==> src/rtl/wide_add_sequencer_pkg.sv <==
// Shared types and constants for the wide serial adder (package wide_add_pkg).
package wide_add_pkg;
  localparam int CHUNK_W   = 16;
  localparam int WORDS_MAX = 8;

  typedef enum logic [1:0] {
    IDLE = 2'd0,
    ADD  = 2'd1,
    DONE = 2'd2
  } state_t;
endpackage

==> src/rtl/wide_add_sequencer_if.sv <==
// Operand/result bundle for wide_add_sequencer; sub_i exists only when WIDE_ADD_SUB_EN is defined.
// Both sides use valid/ready: a transfer happens on a rising edge where valid && ready are both high.
interface wide_add_sequencer_if #(parameter int WORDS = 4);
  import wide_add_pkg::*;

  logic                       in_valid_i;
  logic                       in_ready_o;
  logic [CHUNK_W*WORDS-1:0]   a_i;
  logic [CHUNK_W*WORDS-1:0]   b_i;
  logic                       carry_i;
`ifdef WIDE_ADD_SUB_EN
  logic                       sub_i;
`endif
  logic                       out_valid_o;
  logic                       out_ready_i;
  logic [CHUNK_W*WORDS:0]     sum_o;

  modport master (
    output
`ifdef WIDE_ADD_SUB_EN
           sub_i,
`endif
           in_valid_i, a_i, b_i, carry_i, out_ready_i,
    input  in_ready_o, out_valid_o, sum_o
  );

  modport slave (
    input
`ifdef WIDE_ADD_SUB_EN
           sub_i,
`endif
           in_valid_i, a_i, b_i, carry_i, out_ready_i,
    output in_ready_o, out_valid_o, sum_o
  );
endinterface

==> src/rtl/carry_lookahead_adder_16_bit.sv <==
// 16-bit carry-lookahead adder: four 4-bit groups with group generate/propagate lookahead.
module carry_lookahead_adder_16_bit (
  input  logic [15:0] a,
  input  logic [15:0] b,
  input  logic        carry_in,
  output logic [16:0] sum
);
  logic [15:0] g, p;
  logic [16:0] c;
  logic [3:0]  gg, pg;
  logic [4:0]  cg;

  always_comb begin
    g  = a & b;
    p  = a ^ b;
    gg = '0;
    pg = '0;
    cg = '0;
    c  = '0;
    for (int k = 0; k < 4; k++) begin
      gg[k] = g[4*k+3] | (p[4*k+3] & g[4*k+2]) | (p[4*k+3] & p[4*k+2] & g[4*k+1]) |
              (p[4*k+3] & p[4*k+2] & p[4*k+1] & g[4*k]);
      pg[k] = &p[4*k +: 4];
    end
    // Group carries resolve in parallel; only the in-group carries use the short chain.
    cg[0] = carry_in;
    cg[1] = gg[0] | (pg[0] & carry_in);
    cg[2] = gg[1] | (pg[1] & gg[0]) | (pg[1] & pg[0] & carry_in);
    cg[3] = gg[2] | (pg[2] & gg[1]) | (pg[2] & pg[1] & gg[0]) | (pg[2] & pg[1] & pg[0] & carry_in);
    cg[4] = gg[3] | (pg[3] & cg[3]);
    for (int k = 0; k < 4; k++) begin
      c[4*k] = cg[k];
      for (int i = 0; i < 3; i++) begin
        c[4*k+i+1] = g[4*k+i] | (p[4*k+i] & c[4*k+i]);
      end
    end
    c[16] = cg[4];
    sum   = {c[16], p ^ c[15:0]};
  end
endmodule

==> src/rtl/wide_add_sequencer.sv <==
// Serial multi-word adder feeding one 16-bit chunk per cycle (LSW first) through a CLA.
// Optional subtract mode is enabled with the WIDE_ADD_SUB_EN macro.
module wide_add_sequencer
  import wide_add_pkg::*;
#(
  parameter int WORDS = 4
) (
  input  logic                  clk_i,
  input  logic                  rst_i,
  wide_add_sequencer_if.slave   bus,
  output state_t                dbg_state
);
  localparam int CNT_W = $clog2((WORDS < 2) ? 2 : WORDS);
  localparam logic [CNT_W-1:0] LAST = CNT_W'(WORDS - 1);
  localparam int DW = CHUNK_W * WORDS;

  state_t           state, state_next;
  logic [CNT_W-1:0] cnt;
  logic [DW-1:0]    a_q, b_q;
  logic             c_q;
  logic [DW:0]      sum_q;
  logic [15:0]      cla_a, cla_b;
  logic [16:0]      cla_sum;
  logic             accept;
`ifdef WIDE_ADD_SUB_EN
  logic             sub_q;
`endif

  assign accept = bus.in_valid_i && bus.in_ready_o;

  always_ff @(posedge clk_i) begin
    if (rst_i) state <= IDLE;
    else       state <= state_next;
  end

  always_comb begin
    state_next = state;
    case (state)
      IDLE:    if (accept) state_next = ADD;
      ADD:     if (cnt == LAST) state_next = DONE;
      DONE:    if (bus.out_ready_i) state_next = IDLE;
      default: state_next = IDLE;
    endcase
  end

  always_comb begin
    bus.in_ready_o  = (state == IDLE) && !rst_i;
    bus.out_valid_o = (state == DONE);
    dbg_state       = state;
  end

  // Subtraction is A + ~B + 1, so only the B chunk and the initial carry differ.
  always_comb begin
    cla_a = a_q[cnt*CHUNK_W +: CHUNK_W];
    cla_b = b_q[cnt*CHUNK_W +: CHUNK_W];
`ifdef WIDE_ADD_SUB_EN
    cla_b = cla_b ^ {CHUNK_W{sub_q}};
`endif
  end

  carry_lookahead_adder_16_bit u_cla (
    .a        (cla_a),
    .b        (cla_b),
    .carry_in (c_q),
    .sum      (cla_sum)
  );

  always_ff @(posedge clk_i) begin
    if (rst_i) begin
      a_q   <= '0;
      b_q   <= '0;
      c_q   <= 1'b0;
      cnt   <= '0;
      sum_q <= '0;
`ifdef WIDE_ADD_SUB_EN
      sub_q <= 1'b0;
`endif
    end else begin
      if (state == IDLE && accept) begin
        a_q <= bus.a_i;
        b_q <= bus.b_i;
        cnt <= '0;
`ifdef WIDE_ADD_SUB_EN
        sub_q <= bus.sub_i;
        c_q   <= bus.sub_i ? 1'b1 : bus.carry_i;
`else
        c_q   <= bus.carry_i;
`endif
      end else if (state == ADD) begin
        sum_q[cnt*CHUNK_W +: CHUNK_W] <= cla_sum[15:0];
        c_q <= cla_sum[16];
        cnt <= cnt + 1'b1;
        if (cnt == LAST) sum_q[DW] <= cla_sum[16];
      end
    end
  end

  assign bus.sum_o = sum_q;
endmodule

==> src/flat_wrapper.sv <==
// flat-port wrapper written by rule: the top's interface ports become plain ports
module wide_add_sequencer_flat import wide_add_pkg::*;
#(
  parameter int WORDS = 4
)
  (clk_i, rst_i, dbg_state, bus_in_valid_i, bus_a_i, bus_b_i, bus_carry_i, bus_out_ready_i, bus_in_ready_o, bus_out_valid_o, bus_sum_o);
  wide_add_sequencer_if #(.WORDS(WORDS)) bus_i ();
  input  logic clk_i;
  input  logic rst_i;
  output state_t dbg_state;
  input wire logic [$bits(bus_i.in_valid_i)-1:0] bus_in_valid_i;
  input wire logic [$bits(bus_i.a_i)-1:0] bus_a_i;
  input wire logic [$bits(bus_i.b_i)-1:0] bus_b_i;
  input wire logic [$bits(bus_i.carry_i)-1:0] bus_carry_i;
  input wire logic [$bits(bus_i.out_ready_i)-1:0] bus_out_ready_i;
  output wire logic [$bits(bus_i.in_ready_o)-1:0] bus_in_ready_o;
  output wire logic [$bits(bus_i.out_valid_o)-1:0] bus_out_valid_o;
  output wire logic [$bits(bus_i.sum_o)-1:0] bus_sum_o;
  assign bus_i.in_valid_i = bus_in_valid_i;
  assign bus_i.a_i = bus_a_i;
  assign bus_i.b_i = bus_b_i;
  assign bus_i.carry_i = bus_carry_i;
  assign bus_i.out_ready_i = bus_out_ready_i;
  assign bus_in_ready_o = bus_i.in_ready_o;
  assign bus_out_valid_o = bus_i.out_valid_o;
  assign bus_sum_o = bus_i.sum_o;
  wide_add_sequencer #(.WORDS(WORDS)) u_core (.clk_i(clk_i), .rst_i(rst_i), .bus(bus_i), .dbg_state(dbg_state));
endmodule
==> config.mk <==
export PLATFORM = sky130hd
export DESIGN_NAME = wide_add_sequencer_flat
export DESIGN_NICKNAME = d
export VERILOG_FILES = /design/src/rtl/wide_add_sequencer_pkg.sv /design/src/rtl/wide_add_sequencer_if.sv /design/src/rtl/carry_lookahead_adder_16_bit.sv /design/src/rtl/wide_add_sequencer.sv /design/src/flat_wrapper.sv
export SDC_FILE = /design/constraint.sdc
export NUM_CORES = 1
export LEC_CHECK = 0
export ABC_AREA = 1
export CELL_PAD_IN_SITES_DETAIL_PLACEMENT = 1
export CELL_PAD_IN_SITES_GLOBAL_PLACEMENT = 1
export CORE_MARGIN = 1.5
export CORE_UTILIZATION = 40
export DETAILED_ROUTE_END_ITERATION = 10
export PLACE_DENSITY_LB_ADDON = 0.1
export SKIP_LAST_GASP = 1
export SYNTH_ARGS = -nofsm -noshare
export SYNTH_HDL_FRONTEND = slang
export SYNTH_SLANG_ARGS = --single-unit
==> constraint.sdc <==
create_clock -name clk_i -period 10.6 [get_ports clk_i]
set_input_delay 1.06 -clock clk_i [delete_from_list [all_inputs] [get_ports clk_i]]
set_output_delay 1.06 -clock clk_i [all_outputs]
set_load 0.01 [all_outputs]
==> out/qor.txt <==
Psw -> 548 uW
Status -> finished clean
Filler cell count -> 2422
Seq/Total Area, Yosys -> 0.464
Grt ovf -> 0
DRC viols -> 0
Yosys top cell by area -> dfxtp_1
Clock slew seen by the registers of the worst setup and hold paths -> 0.07 ns
Register-to-register setup slack -> 6.11 ns
Post-route ant nets -> 0
Yosys top cell area share -> 0.464
Core Rows -> 53
Via/cell ratio -> 5.59
Simple-gate area share of the yosys netlist -> 0.136
Most used routing layer in global routing -> met2
Comb power frac -> 0.199
Register bit total from synthesis -> 198
Post-synthesis xor/xnor area fraction -> 0.00410
Die ar. -> 22300 um2
Final worst-path cycle share -> 0.423
Final hold vios -> 0
Main flop type after synthesis -> dfxtp_1
TritonRoute pass-1 iters -> 5
Ranking of synthesized cells by area -> dfxtp_1, a32o_1, nand2_1
Slew HR -> 0.304
Critical Path Fanout Max -> 36
Layout cell share with drive strength beyond 1 -> 0.0503
H-tree depth -> 4
Vias in the first global route -> 8009
WL final -> 27500 um
Syn avg cell area -> 8.79 um2
Design Power -> 1.80 mW
Io pins -> 202
Via Count -> 7873
Cells after Synth -> 972
Gpl congestion -> 0.772
Synth Area in Adders -> 0.0618
TritonCTS Buffers -> 17
Initial Util -> 0.407
CTS tree -> yes
Min Tclk post-route -> 4.49 ns
Critical R2R Launch -> u_core.cnt[1]
Antenna cells -> 0
Synthesis-to-finish area growth -> 30.8%
Clk root buf -> clkbuf_16
Crit path DAT -> 4.85 ns
Post-CTS setup buffers -> 0
Crit path from -> u_core.cnt[1]
Synth warn -> 0
Max_cap viols -> 0
First-pass GRT wire length -> 43000 um
Sw Share -> 0.304
Worst setup EP type -> flip-flop
Worst vdd ir -> 0.115 mV
Mapped Area -> 8550 um2
PortBufs -> 201
Initial DRC count -> 511
Post-detail-place hpwl -> 19400 um
Compound-Gate Fraction of Synth Area -> 0.251
Hold crit path type -> reg2reg
Die Wd -> 149 um
Leak pwr -> 4.14 nW
Met3 usage -> 0.0382
Fraction of registers with async set/reset -> 0
Startpoint types -> flip-flop
GRT Util Overall -> 0.251
Global routing usage on met2 -> 0.440
Combinational family with the most area after synthesis -> compound AO/OA/AOI/OAI gates
Antenna violations before repair -> 0
Post-synthesis cell type count -> 31
Syn Nets -> 1140
FF-to-FF End -> u_core.bus.sum_o[55]
Worst setup path end -> u_core.bus.sum_o[55]
Pwr dens -> 161 nW/um2
Largest net degree at the start of global routing -> 96
Layout Nets -> 1288
Worst endpoint required time -> 10.96 ns
CTS Buffer Depth -> 2
TritonCTS Sinks -> 198
Met1 GRT Util -> 0.317
Die Ht -> 149 um
Synth cell count leaders -> dfxtp_1, nand2_1, a32o_1, inv_1, nor2_1
Depth of the most critical reg-to-reg path -> 17
Setup violations, final -> 0
Final Max Tran Viols -> 0
Clock power share -> 0.349
Post_cts resized -> 0
WL per Instance -> 19.5 um
Mux contribution to synthesized area -> 0
EDFF count, synth -> 0
Internal power -> 1.25 mW
Hold_buf cts -> 0
Kind of critical path -> reg2reg
Clk_lat worst skew -> 0.45 ns
Core area -> 21000 um2
RSZ-0062 raised after global routing -> no
Clock Skew -> 0.0138 ns
Tightest Pin Transition -> 1.04 ns
Setup Total Neg Slack -> 0 ns
Top-count cell post-synth -> dfxtp_1
Sequential Power Share -> 0.453
Maximum clock rate -> 0.223 GHz
-- metal layers --
layer  part of all wire  wire [um]
met5                  0          0
met2               0.51      13900
met3              0.042       1160
met4              0.017        471
met1               0.44      12000
-- area by class of cell --
class | instances | area, um2 | area share
clock buffers | 19 | 453 | 0.0405
clock inverters | 13 | 111 | 0.00996
repair buffers | 209 | 2060 | 0.185
inverters | 98 | 369 | 0.0330
flip-flops and latches | 198 | 3970 | 0.355
well taps | 275 | 344 | 0.0308
multi-input cells | 596 | 3870 | 0.346
-- cell usage in the layout, fill, tap and decap left out, drive strengths merged --
cell / synthesis / routed
clkdlybuf4s50: 0 / 199
nor4: 1 / 1
nor3: 15 / 15
o31ai: 2 / 2
fa: 12 / 12
buf: 36 / 10
clkinvlp: 0 / 2
o22ai: 12 / 12
nand3: 31 / 31
a21oi: 57 / 57
ha: 23 / 23
clkbuf: 44 / 19
a41oi: 1 / 1
a32o: 108 / 108
a32oi: 30 / 30
xor2: 3 / 3
clkinv: 0 / 4
o21ai: 47 / 47
nand3b: 1 / 1
xnor2: 1 / 1
nor2: 92 / 92
inv: 98 / 105
dfxtp: 198 / 198
nand4: 3 / 3
a22oi: 24 / 24
nand2: 133 / 133
-- metrics by stage --
stage	instances	cell area (um2)	hold slack, ns	utilization	worst slack, ns
3_5_place_dp	1376	10600	0.453	0.505	6.17
2_1_floorplan	972	8550	0.437	-	6.94
5_1_grt	1408	11200	0.481	0.532	5.72
6_report	1408	11200	0.465	0.532	6.11
3_3_place_gp	1376	10600	0.442	0.505	6.31
4_1_cts	1408	11200	0.469	0.532	6.11
-- sequential cells by signal, indices dropped and copies added (netlist names) --
| register | flops |
|---|---|
| u_core.bus.sum_o | 65 |
| u_core.a_q | 64 |
| u_core.b_q | 64 |
| u_core.cnt | 2 |
| u_core.dbg_state | 2 |
| u_core.c_q | 1 |
-- worst max-delay path: stages (launching register included) --
cell,delay (ns)
dfxtp_1,0.74
inv_2,0.33
buf_4,0.35
a21oi_1,0.18
a32oi_1,0.12
ha_1,0.33
nand2_1,0.06
inv_1,0.06
nand3_1,0.08
nand2_1,0.12
inv_1,0.07
fa_1,0.38
fa_1,0.40
fa_1,0.38
xor2_1,0.21
nor3_1,0.29
nand2_1,0.09
a21oi_1,0.17
-- power groups by stage --
stage | sequential, mW | clock [mW] | combinational, mW
5_1_grt | 0.821 | 0.670 | 0.392
2_1_floorplan | 0.827 | 0 | 0.207
3_5_place_dp | 0.833 | 0 | 0.359
3_3_place_gp | 0.832 | 0 | 0.353
4_1_cts | 0.816 | 0.642 | 0.361
6_report | 0.816 | 0.628 | 0.359
-- cells by family after synthesis --
family | after synthesis
buf+inv | 178
simple gates | 276
xor+xnor | 4
flops | 198
compound gates | 281
fa+ha+maj | 35
-- worst min path at each step --
stage                             start             endpoint  slack [ns]  cells past startpoint
floorplan                u_core.a_q[32]       u_core.a_q[32]        0.44                      1
global placement         u_core.b_q[32]       u_core.b_q[32]        0.44                      1
detailed placement       u_core.b_q[30]       u_core.b_q[30]        0.45                      1
CTS                 u_core.bus.sum_o[4]  u_core.bus.sum_o[4]        0.47                      2
global route        u_core.bus.sum_o[1]  u_core.bus.sum_o[1]        0.48                      2
finish                   u_core.b_q[30]       u_core.b_q[30]        0.47                      1
Power figures use the tool's default switching activity.
